## src/rtl/rv32_inst_pack.sv

```systemverilog
// RV32I instruction encoder: packs decoded fields into a 32-bit word
// and queues the result in a small FIFO with valid/ready on both sides.
module rv32_inst_pack #(
  parameter int DEPTH = 4,
  parameter int CNT_W = $clog2(DEPTH) + 1
) (
  input  logic             clk,
  input  logic             rst,
  input  logic             I_valid,
  output logic             O_ready,
  input  logic [2:0]       I_fmt,
  input  logic [6:0]       I_opcode,
  input  logic [2:0]       I_funct3,
  input  logic [6:0]       I_funct7,
  input  logic [4:0]       I_rd,
  input  logic [4:0]       I_rs1,
  input  logic [4:0]       I_rs2,
  input  logic [31:0]      I_imm,
  output logic             O_valid,
  input  logic             I_ready,
  output logic [31:0]      O_inst,
  output logic             O_err,
  output logic [CNT_W-1:0] O_count
);

  localparam int PW = $clog2(DEPTH);

  localparam logic [2:0] FMT_R = 3'd0;
  localparam logic [2:0] FMT_I = 3'd1;
  localparam logic [2:0] FMT_S = 3'd2;
  localparam logic [2:0] FMT_B = 3'd3;
  localparam logic [2:0] FMT_U = 3'd4;
  localparam logic [2:0] FMT_J = 3'd5;

  logic [31:0]      mem_q [DEPTH];
  logic [31:0]      mem_d [DEPTH];
  logic [PW-1:0]    rptr_q, rptr_d;
  logic [PW-1:0]    wptr_q, wptr_d;
  logic [CNT_W-1:0] count_q, count_d;
  logic             err_q, err_d;

  logic [31:0] word;
  logic        bad;
  logic        acc;
  logic        push;
  logic        pop;

  assign O_ready = (count_q != CNT_W'(DEPTH));
  assign O_valid = (count_q != '0);
  assign O_inst  = O_valid ? mem_q[rptr_q] : '0;
  assign O_err   = err_q;
  assign O_count = count_q;

  always_comb begin
    word = '0;
    case (I_fmt)
      FMT_R: word = {I_funct7, I_rs2, I_rs1,
                     I_funct3, I_rd, I_opcode};
      FMT_I: word = {I_imm[11:0], I_rs1,
                     I_funct3, I_rd, I_opcode};
      FMT_S: word = {I_imm[11:5], I_rs2, I_rs1,
                     I_funct3, I_imm[4:0], I_opcode};
      FMT_B: word = {I_imm[12], I_imm[10:5],
                     I_rs2, I_rs1, I_funct3,
                     I_imm[4:1], I_imm[11], I_opcode};
      FMT_U: word = {I_imm[31:12], I_rd, I_opcode};
      FMT_J: word = {I_imm[20], I_imm[10:1],
                     I_imm[11], I_imm[19:12],
                     I_rd, I_opcode};
      default: word = '0;
    endcase
  end

  // Branch/jump offsets must be even; odd ones cannot be encoded.
  always_comb begin
    bad = (I_fmt >= 3'd6)
       || (I_opcode[1:0] != 2'b11)
       || (((I_fmt == FMT_B) || (I_fmt == FMT_J))
           && I_imm[0]);
  end

  always_comb begin
    acc  = I_valid && O_ready;
    push = acc && !bad;
    pop  = O_valid && I_ready;
  end

  always_comb begin
    mem_d   = mem_q;
    rptr_d  = rptr_q;
    wptr_d  = wptr_q;
    count_d = count_q;
    err_d   = acc && bad;
    if (push) begin
      mem_d[wptr_q] = word;
      wptr_d        = wptr_q + 1'b1;
    end
    if (pop) begin
      rptr_d = rptr_q + 1'b1;
    end
    case ({push, pop})
      2'b10:   count_d = count_q + 1'b1;
      2'b01:   count_d = count_q - 1'b1;
      default: count_d = count_q;
    endcase
  end

  always_ff @(posedge clk) begin
    if (rst) begin
      rptr_q  <= '0;
      wptr_q  <= '0;
      count_q <= '0;
      err_q   <= 1'b0;
      for (int i = 0; i < DEPTH; i++) begin
        mem_q[i] <= '0;
      end
    end else begin
      rptr_q  <= rptr_d;
      wptr_q  <= wptr_d;
      count_q <= count_d;
      err_q   <= err_d;
      mem_q   <= mem_d;
    end
  end

endmodule

```

## config.mk

```make
export PLATFORM = sky130hd
export DESIGN_NAME = rv32_inst_pack
export DESIGN_NICKNAME = d
export VERILOG_FILES = /design/src/rtl/rv32_inst_pack.sv
export SDC_FILE = /design/constraint.sdc
export NUM_CORES = 1
export LEC_CHECK = 0
export BUFFER_PORTS_ARGS = -buffer_cell sky130_fd_sc_hd__buf_2
export CORE_UTILIZATION = 57
export CTS_CLUSTER_DIAMETER = 50
export DETAILED_ROUTE_END_ITERATION = 7
export PLACE_DENSITY = 0.8
export SETUP_SLACK_MARGIN = 0.5
export SLEW_MARGIN = 5
export SYNTH_ARGS = -nofsm -noshare
export SYNTH_HDL_FRONTEND = slang
export SYNTH_SLANG_ARGS = --single-unit
```

## constraint.sdc

```tcl
create_clock -name clk -period 2.73 [get_ports clk]
set_clock_uncertainty 0.1 [all_clocks]
set_input_delay 0.1365 -clock clk [delete_from_list [all_inputs] [get_ports clk]]
set_output_delay 0.1365 -clock clk [all_outputs]
set_load 0.01 [all_outputs]
```

==> impl_metrics.yaml, run 1 <==
flow_run:
  maxCapViolCount: 0
place:
  place.gp.congestion: 0.8114
  post-dp-hpwl_um: 10660
  portBuffers: 108
logic_synthesis:
  ys_top_cells_by_area: "dfxtp_1 38%, mux2i_1 16%, nand2b_1 10%"
  synth_top_area_share_pct: 38.15
  post-synth-top-count-cell: "dfxtp_1"
  ys_seq_area_share_pct: 38.15
  synth-edff-count: 0
  synth_area_mm2: 0.007137
  synthCells: 658
  syn_nets: 735
  ys_warn_count: 0
  synth_top_area_cell: "dfxtp_1"
  synth_common_cells: "136 x dfxtp_1, 119 x nand2b_1, 115 x mux2i_1"
  yosysUniqueCellTypes: 44
  synth-seq-cells: 136
  synth_ff_type: "dfxtp_1"
  synth.avg_cell_area_um2: 10.85
  synth-async-reset-ratio_pct: 0
clock_tree:
  cts_buffers: 17
  cts-root-buf: "clkbuf_16"
  clkTransAtPathRegs_ps: 50
  cts_tree: "done"
  clkSinkCount: 136
  htree_levels: 4
  clock_path_buffers: 2
  clock_latency_ps: 410
final_layout:
  areaGrowthSynthToFinish_pct: 15.97
  final_nets: 828
  drive_gt1_share_pct: 28.40
  antenna_cells: 0
global_routing:
  grt_usage_pct: 27.06
  grt_pass1_wl_um: 26700
  grt_antenna_before_repair: 0
  gr-total-overflow: 0
  grt_pass1_vias: 5423
  grt_max_degree: 87
die:
  rows: 40
  die_x_um: 113.9
  die_area_mm2: 0.01297
  core_mm2: 0.01211
  die_y_um: 113.9
  initial_core_util_pct: 58.93
  ios: 109
routing:
  drt_iter0_drc: 368
  wl_met3_um: 922
  drt-total-wl_um: 16720
  ant_nets: 0
  drt-met1-wl_um: 7098
  route.detailed.drc: 0
  avgViaCountPerCell: 5.641
  dr_wl_met2_um: 8293
  first_pass_iters: 6
  wl_per_cell_um: 17.94
  top_layer: "met4"
  via_count: 5257
critical_path:
  r2r-end: "O_count[2]$_SDFFE_PP0P_"
  crit_required_ps: 2960
  cp_max_fo: 5
  rr_worst_depth: 10
  crit_type: "reg2reg"
  endpoint: "O_count[2]$_SDFFE_PP0P_"
  crit_path_start: "O_count[1]$_SDFFE_PP0P_"
  cp-end-kind: "register"
  startpoint_type: "register"
  worst-r2r-setup-slack_ps: 400
  regToRegStartpoint: "O_count[1]$_SDFFE_PP0P_"
  worstPathArrival_ps: 2560
sta:
  rsz0062_at_grt: "yes"
  hold_viol_final: 0
  worstMarginPinSlew_ps: 867.7
  finalSetupViolations: 0
  setup-tns-final_ps: 0
  final.min_clock_period_ps: 2327
  finalHoldWorstSlack_ps: 4.442
  fin_crit_sh_pct: 85.25
  max_freq_mhz: 429.7
  maxSlewHeadroom_pct: 41.94
  slew_violations: 0
power_and_ir_drop:
  leakagePower_uw: 0.003856
  peakVddDrop_uv: 486.6
  power.density_mw_per_mm2: 589.5
hold_path:
  hold_class: "in2reg"
outcome:
  outcome: "complete, no violations"
## layout by cell type (no fill, tap or decap), types with 6 or more instances in the layout
cell type / count
dfxtp_1: 131
nand2b_1: 119
mux2i_1: 115
buf_2: 107
and2_1: 33
mux4_2: 32
a21oi_1: 26
clkbuf_16: 17
inv_1: 16
buf_4: 16
nor2b_1: 15
or2_2: 12
o21ai_0: 8
o211ai_1: 7
nor2_1: 6
a21o_1: 6
## layer usage
metal	vias up	track usage, %
li1	2489	-
met1	2575	32.45
met2	161	46.63
met3	32	6.482
met4	0	11.26
met5	-	0
## flip-flops by register name, summed over array words and instances (netlist names)
register  count
O_count       3
mem_q       128
rptr_q        2
wptr_q        2
O_err         1
## final cells by class
cell class,count,area [um2]
clock buffer,24,501.7
clock inverter,8,92.59
fill,943,3835
inverter,16,60.06
multi-input combinational,451,3915
sequential,136,2734
tap,168,210.2
timing repair buffer,129,763.2
## what timing repair did
| item | 4_1_cts | 5_1_grt |
|---|---|---|
| gates resized for setup | 3 | 0 |
| hold buffers | 2 | 0 |
| pin swaps | 1 | 1 |
| buffers inserted | 1 | 2 |
| setup endpoints to repair | 25 | 2 |
| gates cloned | 1 | 0 |
| endpoints found under the hold margin | 2 | 0 |
## cells by family after synthesis
| group | synth area share, % |
|---|---|
| and+or+nand+nor | 19.48 |
| muxes | 26.38 |
| DFF | 38.15 |
| AOI/OAI and AO/OA | 7.135 |
| buffers and inverters | 7.205 |
| adders and majority gates | 1.157 |
| xor gates and xnor gates | 0.4910 |
## critical path: stages, from the launching register on
cell     delay (ps)
dfxtp_2         330
or3b_4          410
nand2_4          80
nor2_2           60
inv_1            80
ha_2            180
inv_1            50
fa_2            340
xor2_1          160
or3_1           310
a21oi_1         130
## how the worst min path moves through the flow
stage	start	endpoint	slack, ps	depth (start not counted)
after global routing	I_opcode[3]	mem_q[67]$_SDFFE_PP0P_	20	3
after CTS	I_opcode[5]	mem_q[5]$_SDFFE_PP0P_	0.6	3
after detailed placement	mem_q[64]$_SDFFE_PP0P_	mem_q[64]$_SDFFE_PP0P_	340	2
final	I_ready	rptr_q[1]$_SDFFE_PP0P_	4	4
after floorplan	I_valid	O_err$_SDFF_PP0_	190	2
after global placement	mem_q[96]$_SDFFE_PP0P_	mem_q[96]$_SDFFE_PP0P_	330	2
## metrics by stage
stage	area (um2)	power (uW)	setup WS (ps)	cells	util, %
2_1_floorplan	7156	2446	506.2	658	-
3_3_place_gp	7607	2616	508.2	894	62.81
3_5_place_dp	7607	2633	404.9	894	62.81
4_1_cts	8262	4893	396.6	930	68.21
5_1_grt	8277	5037	300.8	932	68.34
6_report	8277	4879	402.6	932	68.34
## report_power, final
| group | total, uW | internal, uW | switching [uW] |
|---|---|---|---|
| logic | 550 | 242 | 308 |
| clock network | 2270 | 1460 | 817 |
| registers | 2060 | 2010 | 43.0 |
Power figures use the tool's default switching activity.
==> inputs of run 2 (changes only) <==
--- a/config.mk
+++ b/config.mk
@@ -5,10 +5,10 @@
 export SDC_FILE = /design/constraint.sdc
 export NUM_CORES = 1
 export LEC_CHECK = 0
-export BUFFER_PORTS_ARGS = -buffer_cell sky130_fd_sc_hd__buf_2
-export CORE_UTILIZATION = 57
+export CORE_UTILIZATION = 64
 export CTS_CLUSTER_DIAMETER = 50
 export DETAILED_ROUTE_END_ITERATION = 7
+export DONT_BUFFER_PORTS = 1
 export PLACE_DENSITY = 0.8
 export SETUP_SLACK_MARGIN = 0.5
 export SLEW_MARGIN = 5
==> impl_metrics.yaml, run 2 <==
outcome:
  outcome: "aborted with a tool error"
  failed_stage: "clock tree synthesis (4_1_cts)"
  error: "[ERROR RSZ-0060] Max buffer count reached."
die:
  die_y_um: 107.6
  rows: 38
  die_x_um: 107.6
  initial_core_util_pct: 65.84
  ios: 109
logic_synthesis:
  ys_warn_count: 0
  synth.avg_cell_area_um2: 10.85
  ys_top_cells_by_area: "dfxtp_1 38%, mux2i_1 16%, nand2b_1 10%"
  synthCells: 658
  yosysUniqueCellTypes: 44
  synth_ff_type: "dfxtp_1"
  synth-edff-count: 0
  synth_common_cells: "136 x dfxtp_1, 119 x nand2b_1, 115 x mux2i_1"
  syn_nets: 735
  post-synth-top-count-cell: "dfxtp_1"
  synth_top_area_cell: "dfxtp_1"
  synth_top_area_share_pct: 38.15
  synth-async-reset-ratio_pct: 0
  synth_area_mm2: 0.007137
  ys_seq_area_share_pct: 38.15
  synth-seq-cells: 136
place:
  place.gp.congestion: 0.7721
  portBuffers: 0
  pre_cts_slack_ps: 368.4
  post-dp-hpwl_um: 9408
clock_tree:
  cts_buffers: 17
  clock_path_buffers: 2
  cts_setup_buffers: 6
  cts-hold-fix-buffers: 159
  cts-root-buf: "clkbuf_8"
  post_cts_resize_count: 7
  clkSinkCount: 136
  htree_levels: 4
-- run 2: through the flow --
| step | instance area [um2] | util (%) | hold slack, ps | cells |
|---|---|---|---|---|
| after floorplan | 7156 | - | 185.6 | 658 |
| after global placement | 6952 | 64.13 | 121.6 | 751 |
| after detailed placement | 6952 | 64.13 | 120.3 | 751 |
-- run 2: cell families after synthesis --
family / after synthesis / synth area share, %
xor gates and xnor gates: 4 / 0.4910
muxes: 148 / 26.38
and+or+nand+nor: 216 / 19.48
DFF: 136 / 38.15
adders and majority gates: 6 / 1.157
buffers and inverters: 71 / 7.205
AOI/OAI and AO/OA: 77 / 7.135
==> inputs of run 3 (changes only) <==
--- a/config.mk
+++ b/config.mk
@@ -5,12 +5,10 @@
 export SDC_FILE = /design/constraint.sdc
 export NUM_CORES = 1
 export LEC_CHECK = 0
-export CORE_UTILIZATION = 64
-export CTS_CLUSTER_DIAMETER = 50
+export CORE_UTILIZATION = 40
 export DETAILED_ROUTE_END_ITERATION = 7
 export DONT_BUFFER_PORTS = 1
-export PLACE_DENSITY = 0.8
-export SETUP_SLACK_MARGIN = 0.5
+export PLACE_DENSITY_LB_ADDON = 0.15
 export SLEW_MARGIN = 5
 export SYNTH_ARGS = -nofsm -noshare
 export SYNTH_HDL_FRONTEND = slang
==> impl_metrics.yaml, run 3 (synthesized netlist as in run 1, its figures left out) <==
critical_path:
  regToRegStartpoint: "O_count[1]$_SDFFE_PP0P_"
  crit_required_ps: 2970
  startpoint_type: "register"
  worstPathArrival_ps: 2770
  cp_max_fo: 5
  rr_worst_depth: 10
  crit_type: "reg2reg"
  worst-r2r-setup-slack_ps: 210
  r2r-end: "O_count[2]$_SDFFE_PP0P_"
  cp-end-kind: "register"
global_routing:
  gr-total-overflow: 0
  grt_usage_pct: 20.06
  grt_antenna_before_repair: 0
  grt_max_degree: 169
  grt_pass1_wl_um: 27520
  grt_pass1_vias: 5034
final_layout:
  final_nets: 741
  top_register: "mem_q"
  largest_reg_flops: 128
  final_cell_mix: "134 x dfxtp_1, 119 x nand2b_1, 115 x mux2i_1, 33 x and2_1, 32 x mux4_2"
  drive_gt1_share_pct: 15.51
  areaGrowthSynthToFinish_pct: 12.94
  antenna_cells: 0
  mostFrequentLayoutCell: "dfxtp_1"
  instances_no_fill: 902
power_and_ir_drop:
  p_switching_uw: 1182
  swShare_pct: 23.31
  leakagePower_uw: 0.003482
  p_int_uw: 3887
  seq_power_share_pct: 40.3
  power.density_mw_per_mm2: 628.8
  peakVddDrop_uv: 428.0
  power_frac_comb_pct: 9.7
  pwr-share-clk_pct: 50.0
hold_path:
  min_path_cells: 3
  min_from: "I_imm[14]"
  hold_class: "in2reg"
  hold_end: "mem_q[110]$_SDFFE_PP0P_"
sta:
  rsz0062_at_grt: "no"
  maxSlewHeadroom_pct: 44.41
  fin_crit_sh_pct: 92.49
  finalSetupViolations: 0
  max_freq_mhz: 396.0
  hold_viol_final: 0
  slew_violations: 0
  setup-tns-final_ps: 0
  worstMarginPinSlew_ps: 832.1
  final.min_clock_period_ps: 2525
die:
  rows: 48
  core_mm2: 0.01736
  initial_core_util_pct: 41.12
  die_area_mm2: 0.01838
  die_x_um: 135.6
  die_y_um: 135.6
  ios: 109
clock_tree:
  clock_path_buffers: 2
  cts_buffers: 17
  htree_levels: 4
  cts_tree: "done"
  cts-root-buf: "clkbuf_16"
  clkTransAtPathRegs_ps: 60
  cts_setup_buffers: 0
  clock_latency_ps: 420
  clkSinkCount: 136
place:
  place.gp.congestion: 0.7453
  post-dp-hpwl_um: 11480
  portBuffers: 0
  dp_cells: 847
flow_run:
  maxCapViolCount: 0
routing:
  ant_nets: 0
  drt-total-wl_um: 17460
  route.detailed.drc: 0
  via_count: 4803
  avgViaCountPerCell: 5.325
  first_pass_iters: 5
  drt_iter0_drc: 302
  wl_per_cell_um: 19.36
outcome:
  outcome: "complete, no violations"
run 3: final cells by class:
class | count | area [um2]
Tap cell | 225 | 281.5
Fill cell | 1626 | 9296
Timing Repair Buffer | 42 | 440.4
Sequential cell | 136 | 2725
Clock inverter | 13 | 200.2
Clock buffer | 19 | 452.9
Inverter | 16 | 60.06
Multi-Input combinational cell | 451 | 3900
run 3: worst max-delay path by stage:
stage,startpoint,cells after the start,to
2_1_floorplan,O_count[2]$_SDFFE_PP0P_,10,O_count[2]$_SDFFE_PP0P_
3_3_place_gp,O_count[1]$_SDFFE_PP0P_,10,O_count[2]$_SDFFE_PP0P_
3_5_place_dp,O_count[1]$_SDFFE_PP0P_,10,O_count[2]$_SDFFE_PP0P_
4_1_cts,O_count[1]$_SDFFE_PP0P_,10,O_count[2]$_SDFFE_PP0P_
5_1_grt,O_count[1]$_SDFFE_PP0P_,10,O_count[2]$_SDFFE_PP0P_
6_report,O_count[1]$_SDFFE_PP0P_,10,O_count[2]$_SDFFE_PP0P_
run 3: power by group through the flow:
stage                     Clock (uW)  Sequential (uW)  Combinational [uW]
after floorplan                    0             2070                 374
final                           2530             2040                 491
after global routing            2670             2050                 540
after global placement             0             2090                 431
after CTS                       2580             2040                 501
after detailed placement           0             2090                 438
run 3: timing repair:
| item | 4_1_cts | 5_1_grt |
|---|---|---|
| resized for setup | 0 | 0 |
| hold buffers | 23 | 0 |
| hold endpoints to repair | 136 | 0 |
| setup endpoints to repair | 0 | 0 |
run 3: metrics by stage:
step | util, % | power, uW | hold slack (ps) | cell area (um2) | setup slack (ps)
after global routing | 46.44 | 5260 | 22.50 | 8060 | 96.26
after CTS | 46.44 | 5126 | 0.03908 | 8060 | 198.8
after detailed placement | 41.25 | 2526 | 135.2 | 7159 | 211.1
final | 46.44 | 5069 | 14.44 | 8060 | 205.0
after global placement | 41.25 | 2517 | 137.6 | 7159 | 285.4
after floorplan | - | 2442 | 215.6 | 7137 | 339.5
run 3: per-layer routing:
layer | up-vias | track usage, % | routed length, um
met4 | 0 | 5.993 | 221
met2 | 105 | 32.57 | 8203
li1 | 2309 | - | -
met3 | 14 | 5.948 | 982
met5 | - | 0 | 0
met1 | 2375 | 25.55 | 8056
run 3: worst max-delay path: stages (launching register included):
cell     delay [ps]
dfxtp_1         370
or3b_4          430
nand2_1         130
nor2_1          120
inv_1            90
ha_1            180
inv_1            60
fa_1            370
xor2_1          160
or3_1           300
a21oi_1         150
==> inputs of run 4 (changes only) <==
--- a/config.mk
+++ b/config.mk
@@ -9,6 +9,7 @@
 export DETAILED_ROUTE_END_ITERATION = 7
 export DONT_BUFFER_PORTS = 1
 export PLACE_DENSITY_LB_ADDON = 0.15
+export RECOVER_POWER = 50
 export SLEW_MARGIN = 5
 export SYNTH_ARGS = -nofsm -noshare
 export SYNTH_HDL_FRONTEND = slang
==> impl_metrics.yaml, run 4 (synthesized netlist as in run 1, its figures left out) <==
outcome:
  outcome: "complete, no violations"
sta:
  worstMarginPinSlew_ps: 1084
  finalSetupViolations: 0
  final.min_clock_period_ps: 2533
  max_freq_mhz: 394.9
  fin_crit_sh_pct: 92.77
  maxSlewHeadroom_pct: 27.75
  slew_violations: 0
  rsz0062_at_grt: "no"
  setup-tns-final_ps: 0
  hold_viol_final: 0
final_layout:
  fin_area_mm2: 0.007991
  areaGrowthSynthToFinish_pct: 11.97
  mostFrequentLayoutCell: "dfxtp_1"
  top_register: "mem_q"
  antenna_cells: 0
  drive_gt1_share_pct: 14.48
  instances_no_fill: 902
  largest_reg_flops: 128
  final_cell_mix: "134 x dfxtp_1, 119 x nand2b_1, 115 x mux2i_1, 32 x mux4_2, 32 x and2_1"
  final_nets: 741
clock_tree:
  cts_setup_buffers: 0
  clkSinkCount: 136
  cts-hold-fix-buffers: 23
  cts-root-buf: "clkbuf_16"
  clock_latency_ps: 420
  cts_buffers: 17
  clock_path_buffers: 2
  htree_levels: 4
  post_cts_resize_count: 0
  cts_tree: "done"
  clkTransAtPathRegs_ps: 60
critical_path:
  crit_required_ps: 2970
  cp-end-kind: "register"
  crit_type: "reg2reg"
  worstPathArrival_ps: 2780
  cp_max_fo: 5
  startpoint_type: "register"
die:
  rows: 48
  die_y_um: 135.6
  die_area_mm2: 0.01838
  ios: 109
  initial_core_util_pct: 41.12
  die_x_um: 135.6
  core_mm2: 0.01736
global_routing:
  grt_pass1_wl_um: 27520
  grt_max_degree: 169
  gr-total-overflow: 0
  grt_antenna_before_repair: 0
  grt_pass1_vias: 5034
  grt_usage_pct: 20.06
routing:
  route.detailed.drc: 0
  ant_nets: 0
  drt-total-wl_um: 17490
  avgViaCountPerCell: 5.299
  first_pass_iters: 5
  via_count: 4780
  drt_iter0_drc: 256
  wl_per_cell_um: 19.39
power_and_ir_drop:
  seq_power_share_pct: 40.4
  power.density_mw_per_mm2: 633.7
  p_int_uw: 3882
  p_switching_uw: 1182
  power_frac_comb_pct: 9.5
  pwr-share-clk_pct: 50.1
  finalPower_uw: 5064
  swShare_pct: 23.34
  peakVddDrop_uv: 429.3
  leakagePower_uw: 0.003466
flow_run:
  maxCapViolCount: 0
place:
  portBuffers: 0
  dpl-instance-area_mm2: 0.007159
  post-dp-hpwl_um: 11480
  dp_cells: 847
  place.gp.congestion: 0.7453
hold_path:
  hold_class: "in2reg"
[run 4: worst paths after layout]
kind | startpoint | to | slack, ps | cells past startpoint
setup / recovery | O_count[1]$_SDFFE_PP0P_ | O_count[2]$_SDFFE_PP0P_ | 200 | 10
setup reg to reg | O_count[1]$_SDFFE_PP0P_ | O_count[2]$_SDFFE_PP0P_ | 200 | 10
hold reg to reg | mem_q[65]$_SDFFE_PP0P_ | mem_q[65]$_SDFFE_PP0P_ | 340 | 2
hold / removal | I_imm[14] | mem_q[110]$_SDFFE_PP0P_ | 6 | 3
[run 4: layout make-up]
| class | instances | area [um2] |
|---|---|---|
| well taps | 225 | 281.5 |
| fillers | 1637 | 9365 |
| multi-input cells | 451 | 3850 |
| repair buffers | 42 | 421.7 |
| clock inverters | 13 | 200.2 |
| clock buffers | 19 | 452.9 |
| flip-flops and latches | 136 | 2725 |
| inverters | 16 | 60.06 |
[run 4: metrics by stage]
step                      hold WS (ps)  setup slack [ps]  utilization (%)
after CTS                      0.03908             198.8            46.44
after global placement           137.6             285.4            41.25
after global routing             22.50             96.04            46.04
after detailed placement         135.2             211.1            41.25
after floorplan                  215.6             339.5                -
final                            5.678             197.4            46.04
[run 4: power groups by stage]
stage / clock [uW] / combinational, uW / sequential [uW]
final: 2540 / 483 / 2040
after floorplan: 0 / 374 / 2070
after global placement: 0 / 431 / 2090
after detailed placement: 0 / 438 / 2090
after CTS: 2580 / 501 / 2040
after global routing: 2670 / 531 / 2050
[run 4: worst max-delay path: stages, from the launching register on]
cell     delay, ps
dfxtp_1        370
or3b_4         430
nand2_1        130
nor2_1         120
inv_1           90
ha_1           180
inv_1           60
fa_1           370
xor2_1         160
or3_1          300
a21oi_1        160
[run 4: per-layer routing]
layer / vias up / share of wire (%) / track usage (%)
met5: - / 0 / 0
met4: 0 / 1.3 / 5.993
met3: 15 / 5.8 / 5.948
met2: 117 / 47 / 32.57
met1: 2343 / 46 / 25.55
li1: 2305 / - / -
